<file path="src/rtl/commit_tracker_pkg.sv">
// Shared constants and helpers for the retirement buffer: trap opcode,
// commit-record field widths and record packing order.
package commit_tracker_pkg;

  localparam int XLEN_DEF     = 64;
  localparam int COMMIT_W_DEF = 2;
  localparam int DEPTH_DEF    = 8;

  localparam logic [6:0] TRAP_OPCODE = 7'h6b;

  localparam int INST_W  = 32;
  localparam int WDEST_W = 5;

  // Record layout, MSB to LSB: {skip, wen, wdest, wdata, inst, pc}
  function automatic int rec_width(input int xlen);
    return 1 + 1 + WDEST_W + xlen + INST_W + xlen;
  endfunction

  function automatic logic is_trap(input logic [INST_W-1:0] inst);
    return inst[6:0] == TRAP_OPCODE;
  endfunction

endpackage

</file>
<file path="src/rtl/commit_tracker_if.sv">
// Writeback-side intake and Difftest-side drain bundle of the commit tracker.
interface commit_tracker_if #(
  parameter int XLEN     = 64,
  parameter int COMMIT_W = 2
);
  logic [COMMIT_W-1:0]        in_valid;
  logic [COMMIT_W*XLEN-1:0]   in_pc;
  logic [COMMIT_W*32-1:0]     in_inst;
  logic [COMMIT_W-1:0]        in_wen;
  logic [COMMIT_W*5-1:0]      in_wdest;
  logic [COMMIT_W*XLEN-1:0]   in_wdata;
  logic [COMMIT_W-1:0]        in_skip;
  logic [XLEN-1:0]            in_a0;
  logic                       in_ready;

  logic [COMMIT_W-1:0]        out_valid;
  logic [COMMIT_W*XLEN-1:0]   out_pc;
  logic [COMMIT_W*32-1:0]     out_inst;
  logic [COMMIT_W-1:0]        out_wen;
  logic [COMMIT_W*5-1:0]      out_wdest;
  logic [COMMIT_W*XLEN-1:0]   out_wdata;
  logic [COMMIT_W-1:0]        out_skip;
  logic                       out_ready;

  // master: writeback producer that also consumes the drained stream
  modport master (
    output in_valid, in_pc, in_inst, in_wen, in_wdest, in_wdata, in_skip, in_a0, out_ready,
    input  in_ready, out_valid, out_pc, out_inst, out_wen, out_wdest, out_wdata, out_skip
  );

  modport slave (
    input  in_valid, in_pc, in_inst, in_wen, in_wdest, in_wdata, in_skip, in_a0, out_ready,
    output in_ready, out_valid, out_pc, out_inst, out_wen, out_wdest, out_wdata, out_skip
  );
endinterface

</file>
<file path="src/rtl/commit_fifo.sv">
// Multi-write / multi-read circular buffer: up to COMMIT_W pushes and pops
// per cycle, head entries shown first-word fall-through.
module commit_fifo #(
  parameter  int DEPTH    = 8,
  parameter  int COMMIT_W = 2,
  parameter  int REC_W    = 167,
  localparam int PTR_W    = $clog2(DEPTH),
  localparam int CNT_W    = $clog2(DEPTH + 1),
  localparam int LANE_W   = $clog2(COMMIT_W + 1)
) (
  input  logic                               clock,
  input  logic                               reset,
  input  logic [LANE_W-1:0]                  push_n,
  input  logic [COMMIT_W-1:0][REC_W-1:0]     push_rec,
  input  logic [LANE_W-1:0]                  pop_n,
  output logic [CNT_W-1:0]                   count,
  output logic [COMMIT_W-1:0][REC_W-1:0]     head_rec
);

  logic [REC_W-1:0] mem [DEPTH];
  logic [PTR_W-1:0] wr_ptr;
  logic [PTR_W-1:0] rd_ptr;

  // NOTE: sequential state uses non-blocking assignments so every register
  // samples pre-edge values regardless of block ordering.
  always_ff @(posedge clock or negedge reset) begin
    if (!reset) begin
      wr_ptr <= '0;
      rd_ptr <= '0;
      count  <= '0;
    end else begin
      wr_ptr <= wr_ptr + PTR_W'(push_n);
      rd_ptr <= rd_ptr + PTR_W'(pop_n);
      count  <= count + CNT_W'(push_n) - CNT_W'(pop_n);
    end
  end

  // NOTE: payload storage has no reset; validity is carried by count alone,
  // which keeps the array a plain RAM-style structure.
  always_ff @(posedge clock) begin
    for (int i = 0; i < COMMIT_W; i++) begin
      if (i < int'(push_n)) mem[wr_ptr + PTR_W'(i)] <= push_rec[i];
    end
  end

  for (genvar j = 0; j < COMMIT_W; j++) begin : g_head
    assign head_rec[j] = mem[rd_ptr + PTR_W'(j)];
  end

endmodule

</file>
<file path="src/rtl/commit_tracker.sv">
// Retirement buffer between writeback and Difftest: queues retired lanes,
// detects the trap instruction and keeps the cycle/instruction counters.
module commit_tracker
  import commit_tracker_pkg::*;
#(
  parameter int XLEN     = XLEN_DEF,
  parameter int COMMIT_W = COMMIT_W_DEF,
  parameter int DEPTH    = DEPTH_DEF
) (
  input  logic               clock,
  input  logic               reset,
  commit_tracker_if.slave    bus,
  output logic               trap_valid,
  output logic [7:0]         trap_code,
  output logic [XLEN-1:0]    trap_pc,
  output logic [63:0]        cycle_cnt,
  output logic [63:0]        instr_cnt,
  output logic               overflow_err
);

  localparam int REC_W     = rec_width(XLEN);
  localparam int CNT_W     = $clog2(DEPTH + 1);
  localparam int LANE_W    = $clog2(COMMIT_W + 1);
  localparam int INST_LSB  = XLEN;
  localparam int WDATA_LSB = XLEN + INST_W;
  localparam int WDEST_LSB = 2 * XLEN + INST_W;
  localparam int WEN_BIT   = WDEST_LSB + WDEST_W;
  localparam int SKIP_BIT  = WEN_BIT + 1;

  logic                           trap_seen;
  logic [CNT_W-1:0]               count;
  logic [CNT_W-1:0]               free_slots;
  logic [LANE_W-1:0]              n_in;
  logic [LANE_W-1:0]              n_out;
  logic [COMMIT_W-1:0][REC_W-1:0] push_rec;
  logic [COMMIT_W-1:0][REC_W-1:0] head_rec;
  logic                           trap_hit;
  logic [XLEN-1:0]                trap_hit_pc;
  logic                           trap_drain;

  // Registered state only: a drain this cycle never opens intake this cycle.
  assign free_slots   = CNT_W'(DEPTH) - count;
  assign bus.in_ready = (free_slots >= CNT_W'(COMMIT_W)) && !trap_seen;

  // NOTE: combinational blocks use blocking '=' and assign every output a
  // default first, so no latch is inferred on any path.
  always_comb begin
    n_in        = '0;
    push_rec    = '0;
    trap_hit    = 1'b0;
    trap_hit_pc = '0;
    for (int i = 0; i < COMMIT_W; i++) begin
      push_rec[i] = {bus.in_skip[i], bus.in_wen[i],
                     bus.in_wdest[i*WDEST_W +: WDEST_W],
                     bus.in_wdata[i*XLEN +: XLEN],
                     bus.in_inst[i*INST_W +: INST_W],
                     bus.in_pc[i*XLEN +: XLEN]};
      // Lanes above the first trap lane are dropped along with the rest of intake.
      if (bus.in_ready && bus.in_valid[i] && !trap_hit) begin
        n_in = n_in + LANE_W'(1);
        if (is_trap(bus.in_inst[i*INST_W +: INST_W])) begin
          trap_hit    = 1'b1;
          trap_hit_pc = bus.in_pc[i*XLEN +: XLEN];
        end
      end
    end
  end

  always_comb begin
    n_out      = '0;
    trap_drain = 1'b0;
    if (bus.out_ready) begin
      n_out = (count >= CNT_W'(COMMIT_W)) ? LANE_W'(COMMIT_W) : LANE_W'(count);
    end
    for (int j = 0; j < COMMIT_W; j++) begin
      if (j < int'(n_out) && is_trap(head_rec[j][INST_LSB +: INST_W])) trap_drain = 1'b1;
    end
  end

  commit_fifo #(
    .DEPTH    (DEPTH),
    .COMMIT_W (COMMIT_W),
    .REC_W    (REC_W)
  ) u_fifo (
    .clock    (clock),
    .reset    (reset),
    .push_n   (n_in),
    .push_rec (push_rec),
    .pop_n    (n_out),
    .count    (count),
    .head_rec (head_rec)
  );

  for (genvar j = 0; j < COMMIT_W; j++) begin : g_out
    assign bus.out_valid[j]                      = (int'(count) > j);
    assign bus.out_pc[j*XLEN +: XLEN]            = head_rec[j][0 +: XLEN];
    assign bus.out_inst[j*INST_W +: INST_W]      = head_rec[j][INST_LSB +: INST_W];
    assign bus.out_wdata[j*XLEN +: XLEN]         = head_rec[j][WDATA_LSB +: XLEN];
    assign bus.out_wdest[j*WDEST_W +: WDEST_W]   = head_rec[j][WDEST_LSB +: WDEST_W];
    assign bus.out_wen[j]                        = head_rec[j][WEN_BIT];
    assign bus.out_skip[j]                       = head_rec[j][SKIP_BIT];
  end

  always_ff @(posedge clock or negedge reset) begin
    if (!reset) begin
      trap_seen    <= 1'b0;
      trap_code    <= '0;
      trap_pc      <= '0;
      trap_valid   <= 1'b0;
      cycle_cnt    <= '0;
      instr_cnt    <= '0;
      overflow_err <= 1'b0;
    end else begin
      if (trap_hit) begin
        trap_seen <= 1'b1;
        trap_code <= bus.in_a0[7:0];
        trap_pc   <= trap_hit_pc;
      end
      if (trap_drain) trap_valid <= 1'b1;
      if (!trap_valid) cycle_cnt <= cycle_cnt + 64'd1;
      instr_cnt <= instr_cnt + 64'(n_out);
      if ((|bus.in_valid) && !bus.in_ready) overflow_err <= 1'b1;
    end
  end

endmodule

</file>
<file path="src/flat_wrapper.sv">
// flat-port wrapper written by rule: the top's interface ports become plain ports
module commit_tracker_flat import commit_tracker_pkg::*;
#(
  parameter int XLEN     = XLEN_DEF,
  parameter int COMMIT_W = COMMIT_W_DEF,
  parameter int DEPTH    = DEPTH_DEF
)
  (clock, reset, trap_valid, trap_code, trap_pc, cycle_cnt, instr_cnt, overflow_err, bus_in_valid, bus_in_pc, bus_in_inst, bus_in_wen, bus_in_wdest, bus_in_wdata, bus_in_skip, bus_in_a0, bus_out_ready, bus_in_ready, bus_out_valid, bus_out_pc, bus_out_inst, bus_out_wen, bus_out_wdest, bus_out_wdata, bus_out_skip);
  commit_tracker_if #(.XLEN(XLEN), .COMMIT_W(COMMIT_W)) bus_i ();
  input  logic clock;
  input  logic reset;
  output logic trap_valid;
  output logic [7:0] trap_code;
  output logic [XLEN-1:0] trap_pc;
  output logic [63:0] cycle_cnt;
  output logic [63:0] instr_cnt;
  output logic overflow_err;
  input wire logic [$bits(bus_i.in_valid)-1:0] bus_in_valid;
  input wire logic [$bits(bus_i.in_pc)-1:0] bus_in_pc;
  input wire logic [$bits(bus_i.in_inst)-1:0] bus_in_inst;
  input wire logic [$bits(bus_i.in_wen)-1:0] bus_in_wen;
  input wire logic [$bits(bus_i.in_wdest)-1:0] bus_in_wdest;
  input wire logic [$bits(bus_i.in_wdata)-1:0] bus_in_wdata;
  input wire logic [$bits(bus_i.in_skip)-1:0] bus_in_skip;
  input wire logic [$bits(bus_i.in_a0)-1:0] bus_in_a0;
  input wire logic [$bits(bus_i.out_ready)-1:0] bus_out_ready;
  output wire logic [$bits(bus_i.in_ready)-1:0] bus_in_ready;
  output wire logic [$bits(bus_i.out_valid)-1:0] bus_out_valid;
  output wire logic [$bits(bus_i.out_pc)-1:0] bus_out_pc;
  output wire logic [$bits(bus_i.out_inst)-1:0] bus_out_inst;
  output wire logic [$bits(bus_i.out_wen)-1:0] bus_out_wen;
  output wire logic [$bits(bus_i.out_wdest)-1:0] bus_out_wdest;
  output wire logic [$bits(bus_i.out_wdata)-1:0] bus_out_wdata;
  output wire logic [$bits(bus_i.out_skip)-1:0] bus_out_skip;
  assign bus_i.in_valid = bus_in_valid;
  assign bus_i.in_pc = bus_in_pc;
  assign bus_i.in_inst = bus_in_inst;
  assign bus_i.in_wen = bus_in_wen;
  assign bus_i.in_wdest = bus_in_wdest;
  assign bus_i.in_wdata = bus_in_wdata;
  assign bus_i.in_skip = bus_in_skip;
  assign bus_i.in_a0 = bus_in_a0;
  assign bus_i.out_ready = bus_out_ready;
  assign bus_in_ready = bus_i.in_ready;
  assign bus_out_valid = bus_i.out_valid;
  assign bus_out_pc = bus_i.out_pc;
  assign bus_out_inst = bus_i.out_inst;
  assign bus_out_wen = bus_i.out_wen;
  assign bus_out_wdest = bus_i.out_wdest;
  assign bus_out_wdata = bus_i.out_wdata;
  assign bus_out_skip = bus_i.out_skip;
  commit_tracker #(.XLEN(XLEN), .COMMIT_W(COMMIT_W), .DEPTH(DEPTH)) u_core (.clock(clock), .reset(reset), .bus(bus_i), .trap_valid(trap_valid), .trap_code(trap_code), .trap_pc(trap_pc), .cycle_cnt(cycle_cnt), .instr_cnt(instr_cnt), .overflow_err(overflow_err));
endmodule
</file>
<file path="config.mk">
export PLATFORM = sky130hd
export DESIGN_NAME = commit_tracker_flat
export DESIGN_NICKNAME = d
export VERILOG_FILES = /design/src/rtl/commit_tracker_pkg.sv /design/src/rtl/commit_tracker_if.sv /design/src/rtl/commit_fifo.sv /design/src/rtl/commit_tracker.sv /design/src/flat_wrapper.sv
export SDC_FILE = /design/constraint.sdc
export NUM_CORES = 2
export LEC_CHECK = 0
export CAP_MARGIN = 20
export CORE_UTILIZATION = 57
export CTS_CLUSTER_DIAMETER = 100
export DETAILED_ROUTE_END_ITERATION = 10
export PLACE_DENSITY = 0.83
export SYNTH_ARGS = -nofsm -noshare
export SYNTH_HDL_FRONTEND = slang
export SYNTH_SLANG_ARGS = --single-unit
export TNS_END_PERCENT = 50
</file>
<file path="constraint.sdc">
create_clock -name clock -period 25.2 [get_ports clock]
set_clock_uncertainty 0.05 [all_clocks]
set_input_delay 3.78 -clock clock [delete_from_list [all_inputs] [get_ports clock]]
set_output_delay 3.78 -clock clock [all_outputs]
set_load 0.05 [all_outputs]
</file>
==> flow_results.org <==
** Outcome
- Outcome :: complete, no violations

** Logic synthesis
- Yosys mapped the design onto 52 distinct sky130hd cell types.
- The commonest cells after synthesis are sky130_fd_sc_hd__mux2_2 (1676), sky130_fd_sc_hd__edfxtp_1 (1336), sky130_fd_sc_hd__mux4_2 (663).
- Cells after Synth :: 4906
- Per-instance average area after synthesis :: 17.4 sq um
- Top-count cell post-synth :: sky130_fd_sc_hd__mux2_2
- Syn Std Cell Area :: 0.0854 sq mm
- For this run, the leading register cell type out of synthesis is sky130_fd_sc_hd__edfxtp_1.
- Area share of the largest cell type after synthesis :: 47.0%
- The synthesized design contains 1336 enable-type register cells.
- The synthesized design contains 1549 register bits.
- Largest area contributor in the netlist :: sky130_fd_sc_hd__edfxtp_1
- Warnings, synthesis :: 0
- Counting flops with an async set or reset pin after synthesis yields a share of 13.8%.
- Part of the Yosys area used for sequential elements :: 53.2%
- By area the synthesized netlist is led by sky130_fd_sc_hd__edfxtp_1 (47%), sky130_fd_sc_hd__mux2_2 (22%), sky130_fd_sc_hd__mux4_2 (17%).
- The number of nets in the synthesized netlist is 5332.

** Worst setup path
- Register-to-register setup slack :: 19.06 ns
- Most Frequent Cell on Critical Path :: sky130_fd_sc_hd__buf_4
- STA classifies the critical path startpoint as a register.
- Data required, critical path :: 21.37 ns
- Start-to-end type of the worst setup path :: register to primary output
- Capturing point of the worst reg2reg path :: u_core.u_fifo.mem[3][90]
- Kind of cell adding the most delay to the critical path :: buffers and inverters
- STA classifies the critical path endpoint as a primary output.
- For the worst setup path, the data arrival time is 6.58 ns.
- Ordered cell list for the critical path :: buf_4 > buf_4 > buf_4 > buf_4 > mux4_2 > mux2_2 > clkdlybuf4s50_1
- Worst Path Buf+Inv :: 5
- Max FO, Critical Path :: 58
- Measured in cells, the most critical reg-to-reg path has a length of 13.
- Launching point of the worst reg2reg path :: u_core.u_fifo.count[0]
- For this run, the slowest stage of the critical path takes 0.92 ns.
- Crit-path slowest cell :: sky130_fd_sc_hd__dfrtp_4

** CTS
- Counting along the longest clock path gives a buffer depth of 3.
- TritonCTS built the clock tree.
- The number of setup buffers added after CTS is 0.
- H-tree depth :: 4
- Worst-Skew Late Latency :: 0.80 ns
- Hold buffers post-CTS :: 0
- Clock-pin slew was measured on the worst setup and hold paths at 0.06 ns.
- The clock drives 1549 sinks.
- The tree is rooted in a sky130_fd_sc_hd__clkbuf_16.
- Quantity of gates resized following cts :: 0
- Number of buffers created by CTS :: 166

** Global route
- Largest net degree at the start of global routing :: 158
- Global routing finished with a remaining overflow of 0.
- Total global-route track usage :: 33.2%
- The first global-routing pass estimated 368 mm of wire.
- Global routing consumed, on the met3 layer, 8.56% of the routing resources.
- In this run the most used layer during global routing was met2.
- Via count of the first global-routing pass :: 55.5k
- Global routing usage on met2 :: 53.6%
- Antenna violations before repair :: 51
- Met1 GRT Util :: 42.2%

** Detailed routing
- Dividing the detail-routed via count by the number of cells gives 6.88.
- Average wire per standard cell :: 32.8 um
- In this run the remaining antenna-violating nets after routing total 0.
- In this run, the number of DRC markers left after iteration 0 of detailed routing was 5006.
- The final route contains 53.4k vias.
- Aggregate routed wire length :: 254 mm
- Initial DRT Pass Iterations :: 6
- After detailed routing, the number of remaining DRC violations is 0.

** Timing
- Setup total negative slack on the finished layout was measured at 0 ns.
- Setup repair after global routing missed its margin :: no
- Max-slew violation count :: 0
- Timing would allow up to 0.0960 GHz.
- The worst pin sits at a relative slew slack of 16.5%.
- Number of setup violations in the final report :: 0
- The worst path in the final design needs a cycle of 10.41 ns, including I/O delays and setup.
- For the pin with the worst max-slew slack, the measured transition is 1.25 ns.
- Dividing the final minimum period by the clock period gives 41.3%.
- The count of final hold-check violations is 0.

** Layout
- The sequential cells in the finished layout cover a total of 0.0455 sq mm.
- Fill cells :: 9604
- Layout net count :: 6093
- Cells with a size suffix above 1 make up 46.3% of the layout.
- Area of the multi-input gates :: 0.0383 sq mm
- Area growth syn-to-layout :: 19.0%

** Die
- Area inside the core boundary :: 0.148 sq mm
- Area of the die :: 0.151 sq mm
- Initial standard-cell utilization of the core :: 57.6%
- During I/O placement, the number of pins put on the boundary was 942.
- From left edge to right edge, the die measures 389 um.
- The die is 389 um tall.
- In this run the core area contains 141 standard-cell rows.

** Placed design
- Final HPWL DP :: 145 mm
- Number of buffers added on ports :: 885
- At the end of routability-driven placement, the weighted congestion stood at 0.845.

** Min path
- Min-Delay Startpoint :: u_core.cycle_cnt[63]
- Worst Hold Depth :: 1
- In this run the worst hold path is classified as register to register.
- Worst hold endpoint :: u_core.cycle_cnt[63]

** Run
- Maxcap violations :: 0
==> flip-flops by register name, indices dropped and copies added (netlist names) <==
name	flops
u_core.trap_seen	1
u_core.instr_cnt	64
u_core.trap_pc	64
u_core.u_fifo.wr_ptr	3
u_core.overflow_err	1
u_core.trap_valid	1
u_core.u_fifo.rd_ptr	3
u_core.u_fifo.mem	1336
u_core.trap_code	8
u_core.cycle_cnt	64
u_core.u_fifo.count	4
==> how the worst max path moves through the flow <==
stage / endpoint / slack, ns / from / depth (start not counted)
final: bus_out_wdest[9] / 14.79 / u_core.u_fifo.rd_ptr[0] / 7
after global routing: bus_out_wdest[9] / 14.35 / u_core.u_fifo.rd_ptr[0] / 7
after detailed placement: bus_out_wdest[9] / 15.49 / u_core.u_fifo.rd_ptr[0] / 7
after floorplan: u_core.u_fifo.mem[0][0] / 6.93 / bus_in_inst[4] / 9
after CTS: bus_out_wdest[9] / 14.63 / u_core.u_fifo.rd_ptr[0] / 7
after global placement: bus_out_wdest[9] / 15.57 / u_core.u_fifo.rd_ptr[0] / 7
==> layout by cell type, fill, tap and decap left out, types with 35 or more instances in the layout <==
cell                              synthesis  routed
sky130_fd_sc_hd__xnor2_1                 54      54
sky130_fd_sc_hd__clkdlybuf4s50_1          0     884
sky130_fd_sc_hd__mux2_2                1676    1676
sky130_fd_sc_hd__clkbuf_16                0     180
sky130_fd_sc_hd__clkbuf_1               118      39
sky130_fd_sc_hd__o22ai_1                 65      65
sky130_fd_sc_hd__xor2_1                  79      79
sky130_fd_sc_hd__nor3_1                  49      45
sky130_fd_sc_hd__inv_1                   40      40
sky130_fd_sc_hd__nor2_1                  35      35
sky130_fd_sc_hd__mux4_2                 663     663
sky130_fd_sc_hd__a2bb2oi_1               64      64
sky130_fd_sc_hd__dfrtp_1                213     210
sky130_fd_sc_hd__edfxtp_1              1336    1336
sky130_fd_sc_hd__nand2_1                 59      58
sky130_fd_sc_hd__buf_4                    5      63
sky130_fd_sc_hd__nand3_1                 43      41
==> area by class of cell <==
type / instances / area share, %
inverter: 41 / 0.151
clock buffer: 227 / 4.69
tap: 1930 / 2.38
timing repair buffer: 963 / 9.49
multi-input combinational: 2946 / 37.7
antenna: 28 / 0.0690
clock inverter: 81 / 0.780
sequential: 1549 / 44.7
==> metal layers <==
layer / vias to the layer above / share of wire, %
met5: - / 0.10
met3: 545 / 10
met2: 3040 / 49
met4: 40 / 4.5
li1: 21800 / -
met1: 27900 / 37
==> logic make-up after synthesis <==
group | synth area share (%)
AO/OA/AOI/OAI | 1.27
flip-flops | 53.2
multiplexers | 39.7
AND/OR/NAND/NOR | 1.88
buffers and inverters | 2.14
adder cells (fa/ha/maj) | 0.381
XOR/XNOR | 1.38
==> through the flow <==
stage                     setup WS, ns  area (sq um)  hold slack, ns  util, %  cells
after floorplan                   6.93         85400           0.390        -   4906
after global placement           15.57         96000           0.410     64.8   7429
after detailed placement         15.49         96000           0.411     64.8   7429
after CTS                        14.63        102000           0.431     68.5   7737
after global routing             14.35        102000           0.462     68.5   7762
final                            14.79        102000           0.437     68.6   7765
Power is not shown: default switching activity piles up to over one toggle a cycle in this logic, so the estimate is an artifact.
